--- src/rtl/alu_pkg.sv ---
// -----------------------------------------------------------------------------
// alu_pkg
// Shared definitions for the ALU operand sequencer:
//   - ALU opcode encodings (OP_ADD .. OP_SHL)
//   - is_legal_op(op)  : 1 when the ALU implements the opcode
//   - is_unary_op(op)  : 1 when the opcode only consumes Operand1
//   - state_t          : sequencer FSM state encoding
// -----------------------------------------------------------------------------
package alu_pkg;

  localparam int DATA_W = 32;
  localparam int CNT_W  = 4;   // wide enough for settle windows of 0..15 cycles

  localparam logic [3:0] OP_ADD = 4'b0000;
  localparam logic [3:0] OP_SUB = 4'b0001;
  localparam logic [3:0] OP_MUL = 4'b0010;
  localparam logic [3:0] OP_AND = 4'b0011;
  localparam logic [3:0] OP_OR  = 4'b0100;
  localparam logic [3:0] OP_XOR = 4'b0110;
  localparam logic [3:0] OP_NOT = 4'b0111;
  localparam logic [3:0] OP_SHR = 4'b1000;
  localparam logic [3:0] OP_SHL = 4'b1001;

  typedef enum logic [1:0] {
    ST_IDLE  = 2'd0,
    ST_ISSUE = 2'd1,
    ST_RESP  = 2'd2
  } state_t;

  function automatic logic is_legal_op(input logic [3:0] op);
    logic legal;
    case (op)
      OP_ADD, OP_SUB, OP_MUL, OP_AND, OP_OR,
      OP_XOR, OP_NOT, OP_SHR, OP_SHL: legal = 1'b1;
      default:                        legal = 1'b0;
    endcase
    return legal;
  endfunction

  function automatic logic is_unary_op(input logic [3:0] op);
    return (op == OP_NOT) || (op == OP_SHR) || (op == OP_SHL);
  endfunction

endpackage

--- src/rtl/alu_regfile.sv ---
// -----------------------------------------------------------------------------
// alu_regfile
// REGS x 32-bit local register file with two asynchronous read ports and one
// synchronous write port. All registers clear asynchronously on rst_n low.
// Ports:
//   clk, rst_n          clock (rising edge) / async active-low clear
//   we, waddr, wdata    write port, applied at the rising edge
//   raddr_a / rdata_a   combinational read port A
//   raddr_b / rdata_b   combinational read port B
// ADDR_W must equal clog2(REGS); read addresses are then always in range.
// -----------------------------------------------------------------------------
module alu_regfile
  import alu_pkg::*;
#(
  parameter int REGS   = 4,
  parameter int ADDR_W = 2
) (
  input  logic              clk,
  input  logic              rst_n,
  input  logic              we,
  input  logic [ADDR_W-1:0] waddr,
  input  logic [DATA_W-1:0] wdata,
  input  logic [ADDR_W-1:0] raddr_a,
  output logic [DATA_W-1:0] rdata_a,
  input  logic [ADDR_W-1:0] raddr_b,
  output logic [DATA_W-1:0] rdata_b
);

  logic [DATA_W-1:0] regs [REGS];
  logic [REGS-1:0]   wsel;

  // One-hot write select per register.
  for (genvar gi = 0; gi < REGS; gi++) begin : g_wsel
    assign wsel[gi] = we && (waddr == ADDR_W'(gi));
  end

  // Asynchronous clear is required, so the array is held in flops rather than
  // mapped to a RAM primitive.
  always_ff @(posedge clk or negedge rst_n) begin
    if (!rst_n) begin
      for (int i = 0; i < REGS; i++) begin
        regs[i] <= '0;
      end
    end else begin
      for (int i = 0; i < REGS; i++) begin
        if (wsel[i]) begin
          regs[i] <= wdata;
        end
      end
    end
  end

  assign rdata_a = regs[raddr_a];
  assign rdata_b = regs[raddr_b];

endmodule

--- src/rtl/alu_op_sequencer.sv ---
// -----------------------------------------------------------------------------
// alu_op_sequencer
// Initiator side of the ALU operand/opcode interface. Accepts one command at a
// time over CmdValid/CmdReady, reads operands from a local register file,
// drives Operand1/Operand2/Opcode into an external combinational ALU, captures
// Result after WAIT_CYCLES extra settle cycles, writes it back to the
// destination register and returns a response over RspValid/RspReady.
// Ports:
//   Clk, Reset_n                 clock / async active-low reset
//   CmdValid, CmdReady           command handshake
//   CmdLoad, CmdOpcode, CmdDst,
//   CmdSrcA, CmdSrcB, CmdUseImm,
//   CmdImm                       command fields
//   Operand1, Operand2, Opcode   registered drive to the ALU
//   Result                       ALU output
//   RspValid, RspReady           response handshake
//   RspData, RspDst, RspErr      response fields
//   Busy                         FSM is not IDLE
// WAIT_CYCLES legal range is 0..15.
// -----------------------------------------------------------------------------
module alu_op_sequencer
  import alu_pkg::*;
#(
  parameter int REGS        = 4,
  parameter int ADDR_W      = 2,
  parameter int WAIT_CYCLES = 1
) (
  input  logic              Clk,
  input  logic              Reset_n,
  input  logic              CmdValid,
  output logic              CmdReady,
  input  logic              CmdLoad,
  input  logic [3:0]        CmdOpcode,
  input  logic [ADDR_W-1:0] CmdDst,
  input  logic [ADDR_W-1:0] CmdSrcA,
  input  logic [ADDR_W-1:0] CmdSrcB,
  input  logic              CmdUseImm,
  input  logic [31:0]       CmdImm,
  output logic [31:0]       Operand1,
  output logic [31:0]       Operand2,
  output logic [3:0]        Opcode,
  input  logic [31:0]       Result,
  output logic              RspValid,
  input  logic              RspReady,
  output logic [31:0]       RspData,
  output logic [ADDR_W-1:0] RspDst,
  output logic              RspErr,
  output logic              Busy
);

  state_t              state_reg, state_next;
  logic [CNT_W-1:0]    cnt_reg, cnt_next;
  logic [31:0]         op1_reg, op1_next;
  logic [31:0]         op2_reg, op2_next;
  logic [3:0]          opc_reg, opc_next;
  logic                rsp_valid_reg, rsp_valid_next;
  logic [31:0]         rsp_data_reg, rsp_data_next;
  logic [ADDR_W-1:0]   rsp_dst_reg, rsp_dst_next;
  logic                rsp_err_reg, rsp_err_next;

  logic                rf_we;
  logic [ADDR_W-1:0]   rf_waddr;
  logic [31:0]         rf_wdata;
  logic [31:0]         rd_a;
  logic [31:0]         rd_b;
  logic                accept;

  alu_regfile #(
    .REGS   (REGS),
    .ADDR_W (ADDR_W)
  ) u_regfile (
    .clk     (Clk),
    .rst_n   (Reset_n),
    .we      (rf_we),
    .waddr   (rf_waddr),
    .wdata   (rf_wdata),
    .raddr_a (CmdSrcA),
    .rdata_a (rd_a),
    .raddr_b (CmdSrcB),
    .rdata_b (rd_b)
  );

  // Ready is gated with Reset_n so it drops immediately while reset is held,
  // even though the state register already sits in IDLE.
  assign CmdReady = (state_reg == ST_IDLE) && Reset_n;
  assign accept   = CmdValid && CmdReady;

  always_ff @(posedge Clk or negedge Reset_n) begin
    if (!Reset_n) begin
      state_reg     <= ST_IDLE;
      cnt_reg       <= '0;
      op1_reg       <= '0;
      op2_reg       <= '0;
      opc_reg       <= OP_ADD;
      rsp_valid_reg <= 1'b0;
      rsp_data_reg  <= '0;
      rsp_dst_reg   <= '0;
      rsp_err_reg   <= 1'b0;
    end else begin
      state_reg     <= state_next;
      cnt_reg       <= cnt_next;
      op1_reg       <= op1_next;
      op2_reg       <= op2_next;
      opc_reg       <= opc_next;
      rsp_valid_reg <= rsp_valid_next;
      rsp_data_reg  <= rsp_data_next;
      rsp_dst_reg   <= rsp_dst_next;
      rsp_err_reg   <= rsp_err_next;
    end
  end

  always_comb begin
    state_next     = state_reg;
    cnt_next       = cnt_reg;
    op1_next       = op1_reg;
    op2_next       = op2_reg;
    opc_next       = opc_reg;
    rsp_valid_next = rsp_valid_reg;
    rsp_data_next  = rsp_data_reg;
    rsp_dst_next   = rsp_dst_reg;
    rsp_err_next   = rsp_err_reg;
    // rsp_dst_reg doubles as the in-flight destination during ISSUE.
    rf_we          = 1'b0;
    rf_waddr       = rsp_dst_reg;
    rf_wdata       = Result;

    case (state_reg)
      ST_IDLE: begin
        if (accept) begin
          rsp_dst_next = CmdDst;
          if (CmdLoad) begin
            // Direct load bypasses the ALU entirely.
            rf_we          = 1'b1;
            rf_waddr       = CmdDst;
            rf_wdata       = CmdImm;
            rsp_data_next  = CmdImm;
            rsp_err_next   = 1'b0;
            rsp_valid_next = 1'b1;
            state_next     = ST_RESP;
          end else if (!is_legal_op(CmdOpcode)) begin
            // Dropped command: ALU drive and registers are left untouched.
            rsp_data_next  = '0;
            rsp_err_next   = 1'b1;
            rsp_valid_next = 1'b1;
            state_next     = ST_RESP;
          end else begin
            op1_next   = rd_a;
            op2_next   = is_unary_op(CmdOpcode) ? 32'd0
                       : (CmdUseImm ? CmdImm : rd_b);
            opc_next   = CmdOpcode;
            cnt_next   = CNT_W'(WAIT_CYCLES);
            state_next = ST_ISSUE;
          end
        end
      end

      ST_ISSUE: begin
        if (cnt_reg != '0) begin
          cnt_next = cnt_reg - 1'b1;
        end else begin
          rf_we          = 1'b1;
          rsp_data_next  = Result;
          rsp_err_next   = 1'b0;
          rsp_valid_next = 1'b1;
          state_next     = ST_RESP;
        end
      end

      ST_RESP: begin
        if (RspReady) begin
          rsp_valid_next = 1'b0;
          rsp_err_next   = 1'b0;
          state_next     = ST_IDLE;
        end
      end

      default: begin
        state_next = ST_IDLE;
      end
    endcase
  end

  assign Operand1 = op1_reg;
  assign Operand2 = op2_reg;
  assign Opcode   = opc_reg;
  assign RspValid = rsp_valid_reg;
  assign RspData  = rsp_data_reg;
  assign RspDst   = rsp_dst_reg;
  assign RspErr   = rsp_err_reg;
  assign Busy     = (state_reg != ST_IDLE);

endmodule

--- config.mk ---
export PLATFORM = sky130hd
export DESIGN_NAME = alu_op_sequencer
export DESIGN_NICKNAME = d
export VERILOG_FILES = /design/src/rtl/alu_pkg.sv /design/src/rtl/alu_regfile.sv /design/src/rtl/alu_op_sequencer.sv
export SDC_FILE = /design/constraint.sdc
export NUM_CORES = 1
export LEC_CHECK = 0
export CORE_MARGIN = 1.5
export CORE_UTILIZATION = 40
export DETAILED_ROUTE_END_ITERATION = 8
export HOLD_SLACK_MARGIN = 0.03
export MAX_ROUTING_LAYER = met4
export PLACE_DENSITY = 0.62
export REMOVE_ABC_BUFFERS = 1
export SLEW_MARGIN = 10
export SYNTH_ARGS = -nofsm -noshare
export SYNTH_HDL_FRONTEND = slang
export SYNTH_SLANG_ARGS = --single-unit
--- constraint.sdc ---
create_clock -name Clk -period 3 [get_ports Clk]
set_input_delay 0.6 -clock Clk [delete_from_list [all_inputs] [get_ports Clk]]
set_output_delay 0.6 -clock Clk [all_outputs]
set_load 0.02 [all_outputs]
Word level (Yosys, flattened, before mapping)
Memories as Yosys holds them, arrays and structs flattened.
Cells that the tools add are included.
{"block": "totals", "register_bits": 238, "latch_bits": 0, "mem_bits_rw": 0, "mem_bits_ro": 16, "inputBits": 80, "out_inout_bits": 106, "word_cells": 102, "n_memories": 1}
{"memory": "(name not given)", "words": 16, "width": 1, "read_ports": 1, "rd_ports_with_merged_regs": 0, "wr": 0, "line_no": "alu_pkg.sv:32", "source": "case (op)"}
{"block": "classes", "addsub": 1, "n_mul": 0, "div": 0, "magnitude_cmp": 2, "n_eq_ne": 15, "n_shift": 0, "muxes": 47, "bitwise_logic": 3, "n_reduce_logical": 20}
{"op": "$mux 32", "n": 13}
{"op": "$bmux 32 s2", "n": 2}
{"op": "$pmux 32 s2", "n": 1}
{"op": "$mux 2", "n": 8}
{"op": "$mux 4", "n": 4}
{"op": "$mux 1", "n": 14}
{"op": "$ne 2x2->1 const B", "n": 5}
{"op": "$reduce_and 5->1", "n": 2}
{"op": "$eq 4x4->1 const B", "n": 2}
{"op": "$pmux 4 s2", "n": 1}
{"op": "$reduce_and 4->1", "n": 2}
{"op": "$eq 2x2->1 const B", "n": 3}
{"op": "$ge 3x3->1 const B", "n": 2}
{"op": "$logic_and 1x1->1", "n": 6}
{"op": "$not 2->3", "n": 2}
{"op": "$pmux 1 s3", "n": 2}
{"op": "$pmux 2 s3", "n": 1}
{"op": "$eq 2x1->1 const B", "n": 2}
{"op": "$eq 4x3->1 const B", "n": 1}
{"op": "$logic_not 2->1", "n": 2}
{"op": "$reduce_bool 2->1", "n": 2}
{"op": "$reduce_bool 4->1", "n": 1}
{"op": "$sub 4x1->4 const B", "n": 1}
{"op": "$ne 3x3->1 const B", "n": 1}
{"op": "7 further kinds", "n": 8}

Longest topological paths before layout
{"block": "depth", "depth_word": 9, "mapped_depth": 8, "mapped_depth_nobuf": 6}

Modules after synthesis
Synthesis repeated with hierarchy kept, for this count alone.
{"block": "unflattened", "hier_cells": 786, "area_unflattened_um2": 12039.0}
{"module": "alu_regfile", "n_inst": 1, "cells_per_inst": 350, "area_per_inst_um2": 6258.5, "seq_area_each_um2": 3203.1}
{"module": "alu_op_sequencer", "n_inst": 1, "cells_per_inst": 436, "area_per_inst_um2": 5780.5, "seq_area_each_um2": 2752.6}

Worst setup path after synthesis
OpenSTA, ideal clock, no wires.
{"block": "synth_path", "path_type": "in2reg", "startpoint": "input port CmdSrcA[0]", "endpoint": "register op1_reg[0], in the netlist Operand1[0]", "setup_time_ns": 0.128, "arrival_ns": 1.908, "t_required_ns": 2.872, "path_slack_ns": 0.965, "stages": 4, "n_path_buf": 2, "cell_sequence": "clkbuf_1 -> buf_2 -> mux4_2 -> mux2_1"}
{"block": "synth_between", "elab_chain_len": 4}
{"item": "start: declaration", "line_no": "alu_op_sequencer.sv:35", "source": "input logic [ADDR_W-1:0] CmdSrcA,"}
{"item": "$not 2->3 (not written as such)", "line_no": "alu_regfile.sv:53", "source": "assign rdata_a = regs[raddr_a];"}
{"item": "$bmux 32 s2", "line_no": "alu_regfile.sv:53"}
{"item": "$mux 32 (not written as such) (2 in series)", "line_no": "alu_regfile.sv:53"}
{"item": "end signal: assignment", "line_no": "alu_op_sequencer.sv:102", "source": "op1_reg <= op1_next;"}
{"item": "end: declaration", "line_no": "alu_op_sequencer.sv:53", "source": "logic [31:0] op1_reg, op1_next;"}
No other way between the ends. The select of a mux whose other input is x is not followed.
A chain may end at the register's enable or synchronous reset.

Worst setup path after layout
{"block": "layout_path", "startpoint": "register state_reg[0]", "endpoint": "output port CmdReady"}
{"block": "layout_between", "elab_chain_len": 2}
{"item": "start: declaration", "line_no": "alu_op_sequencer.sv:51", "source": "state_t state_reg, state_next;"}
{"item": "start signal: assignment", "line_no": "alu_op_sequencer.sv:100", "source": "state_reg <= state_next;"}
{"item": "$logic_not 2->1", "line_no": "alu_op_sequencer.sv:85", "source": "assign CmdReady = (state_reg == ST_IDLE) && Reset_n;"}
{"item": "$logic_and 1x1->1", "line_no": "alu_op_sequencer.sv:85"}
{"item": "end: declaration", "line_no": "alu_op_sequencer.sv:31", "source": "output logic CmdReady,"}
No other way between the ends.

==> metrics.md <==
| Metric | Value |
|---|---|
| Outcome | finished clean |
| Biggest register | u_regfile.regs |
| DR WL/cell | ~25 um |
| Synth Cell Area | ~12,000 sq um |
| Nets | 1,166 |
| Via-to-Cell Ratio | approximately 6 |
| Fin. Hold Viols | 0 |
| Number of distinct library cells after synthesis | 48 |
| Die width | 177 um |
| Via count | around 9,100 |
| First-pass GRT wire length | about 57 mm |
| Gate Count Post-Synth | roughly 900 |
| Iteration-0 DRC count of the detailed router | 616 |
| Fmax | ~0.35 GHz |
| Hold crit path type | flip-flop to flip-flop |
| Clock latency at the later pin of the worst-skew pair | 530 ps |
| Worst-Margin Slew | approximately 1000 ps |
| HPWL Detailed | about 23 mm |
| Met2 Track Usage GR | 38.5% |
| Ports | 186 |
| Placed standard-cell area | 14,500 sq um |
| Layout cells sized above 1 | between 20% and 30% |
| Final Util | between 50% and 60% |
| Most frequent cells in the layout | 238 x dfrtp_1, 179 x clkdlybuf4s50_1, 65 x nand2b_1 |
| Crit path buffers/inverters | 2 |
| Worst EP required | about 2400 ps |
| CP cell instances | inv_1, ha_2, and2_1, clkdlybuf4s50_1 |
| RSZ-0062 raised after global routing | false |
| Vias in the first global route | 9,478 |
| Power density over the cells | around 980 nW/um^2 |
| Delay of the slowest critical-path stage | 630 ps |
| CP endpoint kind | output port |
| Initial cell density of the core | between 40 and 50% |
| Antenna violations before repair | 1 |
| Worst hold path endpoint | RspData[15] |
| Final instance area | between 15,000 and 20,000 sq um |
| Max VDD drop | ~450 uV |
| Syn avg cell area | 13.3 sq um |
| Commonest non-fill, non-tap cell in the layout | dfrtp_1 |
| GR Overflow Total | 0 |
| Die Area | 31,300 sq um |
| Yosys warning count | 0 |
| Die Y-Extent | ~180 um |
| Worst path slowest cell | clkdlybuf4s50_1 |
| Longest Clk Path Bufs | 3 |
| Pre-antenna DRT Iters | 5 |
| Setup CP Type | flip-flop to output port |
| Grt met1 use | 33.3% |
| Area Overhead vs Synth | 26.7% |
| CTS tree | yes |
| Root Buffer | clkbuf_16 |
| Port-buffer cells | around 190 |
| Max reg flops | 128 |
| Pleak | a little over 0.006 uW |
| R2r setup slk | approximately 660 ps |
| Core Area | approximately 30,000 sq um |
| Fin crit share | 95.2% |
| DRC | 0 |
| Min Hold Slack | approximately 480 ps |
| Endpoints failing setup | 0 |
| Max cap viols | 0 |
| Register clock-pin slew on the reported worst setup and hold paths | 60 ps |
| Synth Register Bits | between 200 and 250 |
| Busiest layer in global routing | met2 |
| Worst R2R Path Depth | 7 |
| Rows | 63 |
| H-tree levels | 1 |
| Total Routed Length | 36.4 mm |
| Slew headroom | 32.8% |
| Number of CTS-inserted buffers | 27 |
| ANT nets after route | 0 |
| Critical Path AT | 2260 ps |
| Pins over their slew limit | 0 |
| Global-route met3 utilization | about 3.4% |
| Worst r2r dst | RspData[4] |
| Cell family with most CP delay | buffers and inverters |
| CP Max Fanout | 12 |
| CTS Sinks | approximately 240 |
| GP Congestion | 0.796 |
| HP Start | RspData[15] |
| Worst R2R Start | state_reg[0] |
| Largest net degree at the start of global routing | 164 |
| CP Launch Type | flip-flop |
| Worst Hold Path Cells | 1 |
| Setup Skew | slightly above 7 ps |
| Total GRT Usage | 24.3% |
| Crit path time final | ~2900 ps |
| Sequential share of the synthesized area | 49.2% |
[power breakdown]
| part | internal, uW | switching [uW] |
|---|---|---|
| combinational | 3410 | 2500 |
| sequential | 4820 | 1110 |
| clock | 1900 | 1290 |
[worst reg2reg max path, cell delays in order, from the launching register on]
cell and delay [ps]:
dfrtp_1 420, inv_1 120, ha_2 330, nand3_1 240, a22o_1 300, a21oi_4 150
buf_4 290, mux2_1 380
[metal layers]
| metal | up-vias | share of wire (%) | wire length (um) |
|---|---|---|---|
| met5 | - | 0 | 0 |
| met4 | 0 | 2.0 | 732 |
| met3 | 56 | 6.3 | 2290 |
| met2 | 348 | 48 | 17400 |
| met1 | 4729 | 44 | 16000 |
| li1 | 3920 | - | - |
[logic make-up after synthesis]
group	after synthesis	synth area share, %
buf+inv	92	3.33
simple gates	165	7.61
flops	238	49.2
mux	170	21.4
xor+xnor	1	0.0724
fa+ha+maj	6	0.620
compound gates	241	17.8
[what timing repair did]
action | in CTS | in global routing
hold buffers | 1 | 0
hold endpoints to repair | 12 | 0
resized for setup | 1 | 0
buffers inserted | 0 | 0
setup endpoints to repair | 1 | 0
[final cells by class]
cell class / instances / area (sq um)
sequential: 238 / 5960
timing repair buffer: 219 / 2210
fill: 2549 / 14400
clock buffer: 36 / 749
inverter: 11 / 41.3
antenna: 1 / 2.50
multi-input combinational: 583 / 5800
tap: 390 / 488
clock inverter: 7 / 87.6
[worst max-delay path by stage]
stage | from | endpoint | slack, ps | cells after the start
floorplan | state_reg[1] | u_regfile.regs[32] | -640 | 6
global placement | CmdLoad | u_regfile.regs[83] | 300 | 6
detailed placement | CmdLoad | u_regfile.regs[67] | 280 | 6
CTS | Reset_n | CmdReady | 110 | 4
global route | state_reg[0] | CmdReady | 60 | 4
finish | state_reg[0] | CmdReady | 140 | 4
[cell usage after synthesis, drive strengths merged]
library cell / instances / area [sq um]
mux2: 71 / 800
a211o: 1 / 8.76
and4bb: 1 / 12.5
mux4: 64 / 1440
nand4: 5 / 37.5
a2111o: 1 / 11.3
nor2b: 2 / 12.5
a31o: 1 / 8.76
and3: 2 / 12.5
nand3: 4 / 32.5
o22a: 32 / 280
buf: 33 / 181
o22ai: 32 / 200
o221ai: 1 / 8.76
o221a: 64 / 721
and2: 2 / 12.5
a221o: 1 / 10.0
ha: 6 / 75.1
a31oi: 1 / 6.26
a221oi: 1 / 15.0
o21ai: 4 / 20.0
a22o: 33 / 289
nand2b: 67 / 419
or3: 2 / 17.5
dfrtp: 238 / 5960
clkbuf: 48 / 180
and4: 2 / 17.5
nor3: 35 / 180
mux2i: 35 / 350
inv: 11 / 41.3
o21a: 32 / 240
o31ai: 1 / 21.3
or3b: 1 / 8.76
o21bai: 1 / 7.51
a21oi: 2 / 13.8
nand2: 7 / 26.3
o2bb2ai: 33 / 289
xor2: 1 / 8.76
nor2: 35 / 131
[per-stage QoR]
step | setup WS [ps] | TNS, ps | cells | power, uW
floorplan | -643 | -61550 | 832 | 9280
global placement | 301 | 0 | 1440 | 11800
detailed placement | 281 | 0 | 1440 | 11900
CTS | 113 | 0 | 1484 | 15200
global route | 63.8 | 0 | 1485 | 15900
finish | 144 | 0 | 1485 | 15000
(Power assumes the default switching activity.)
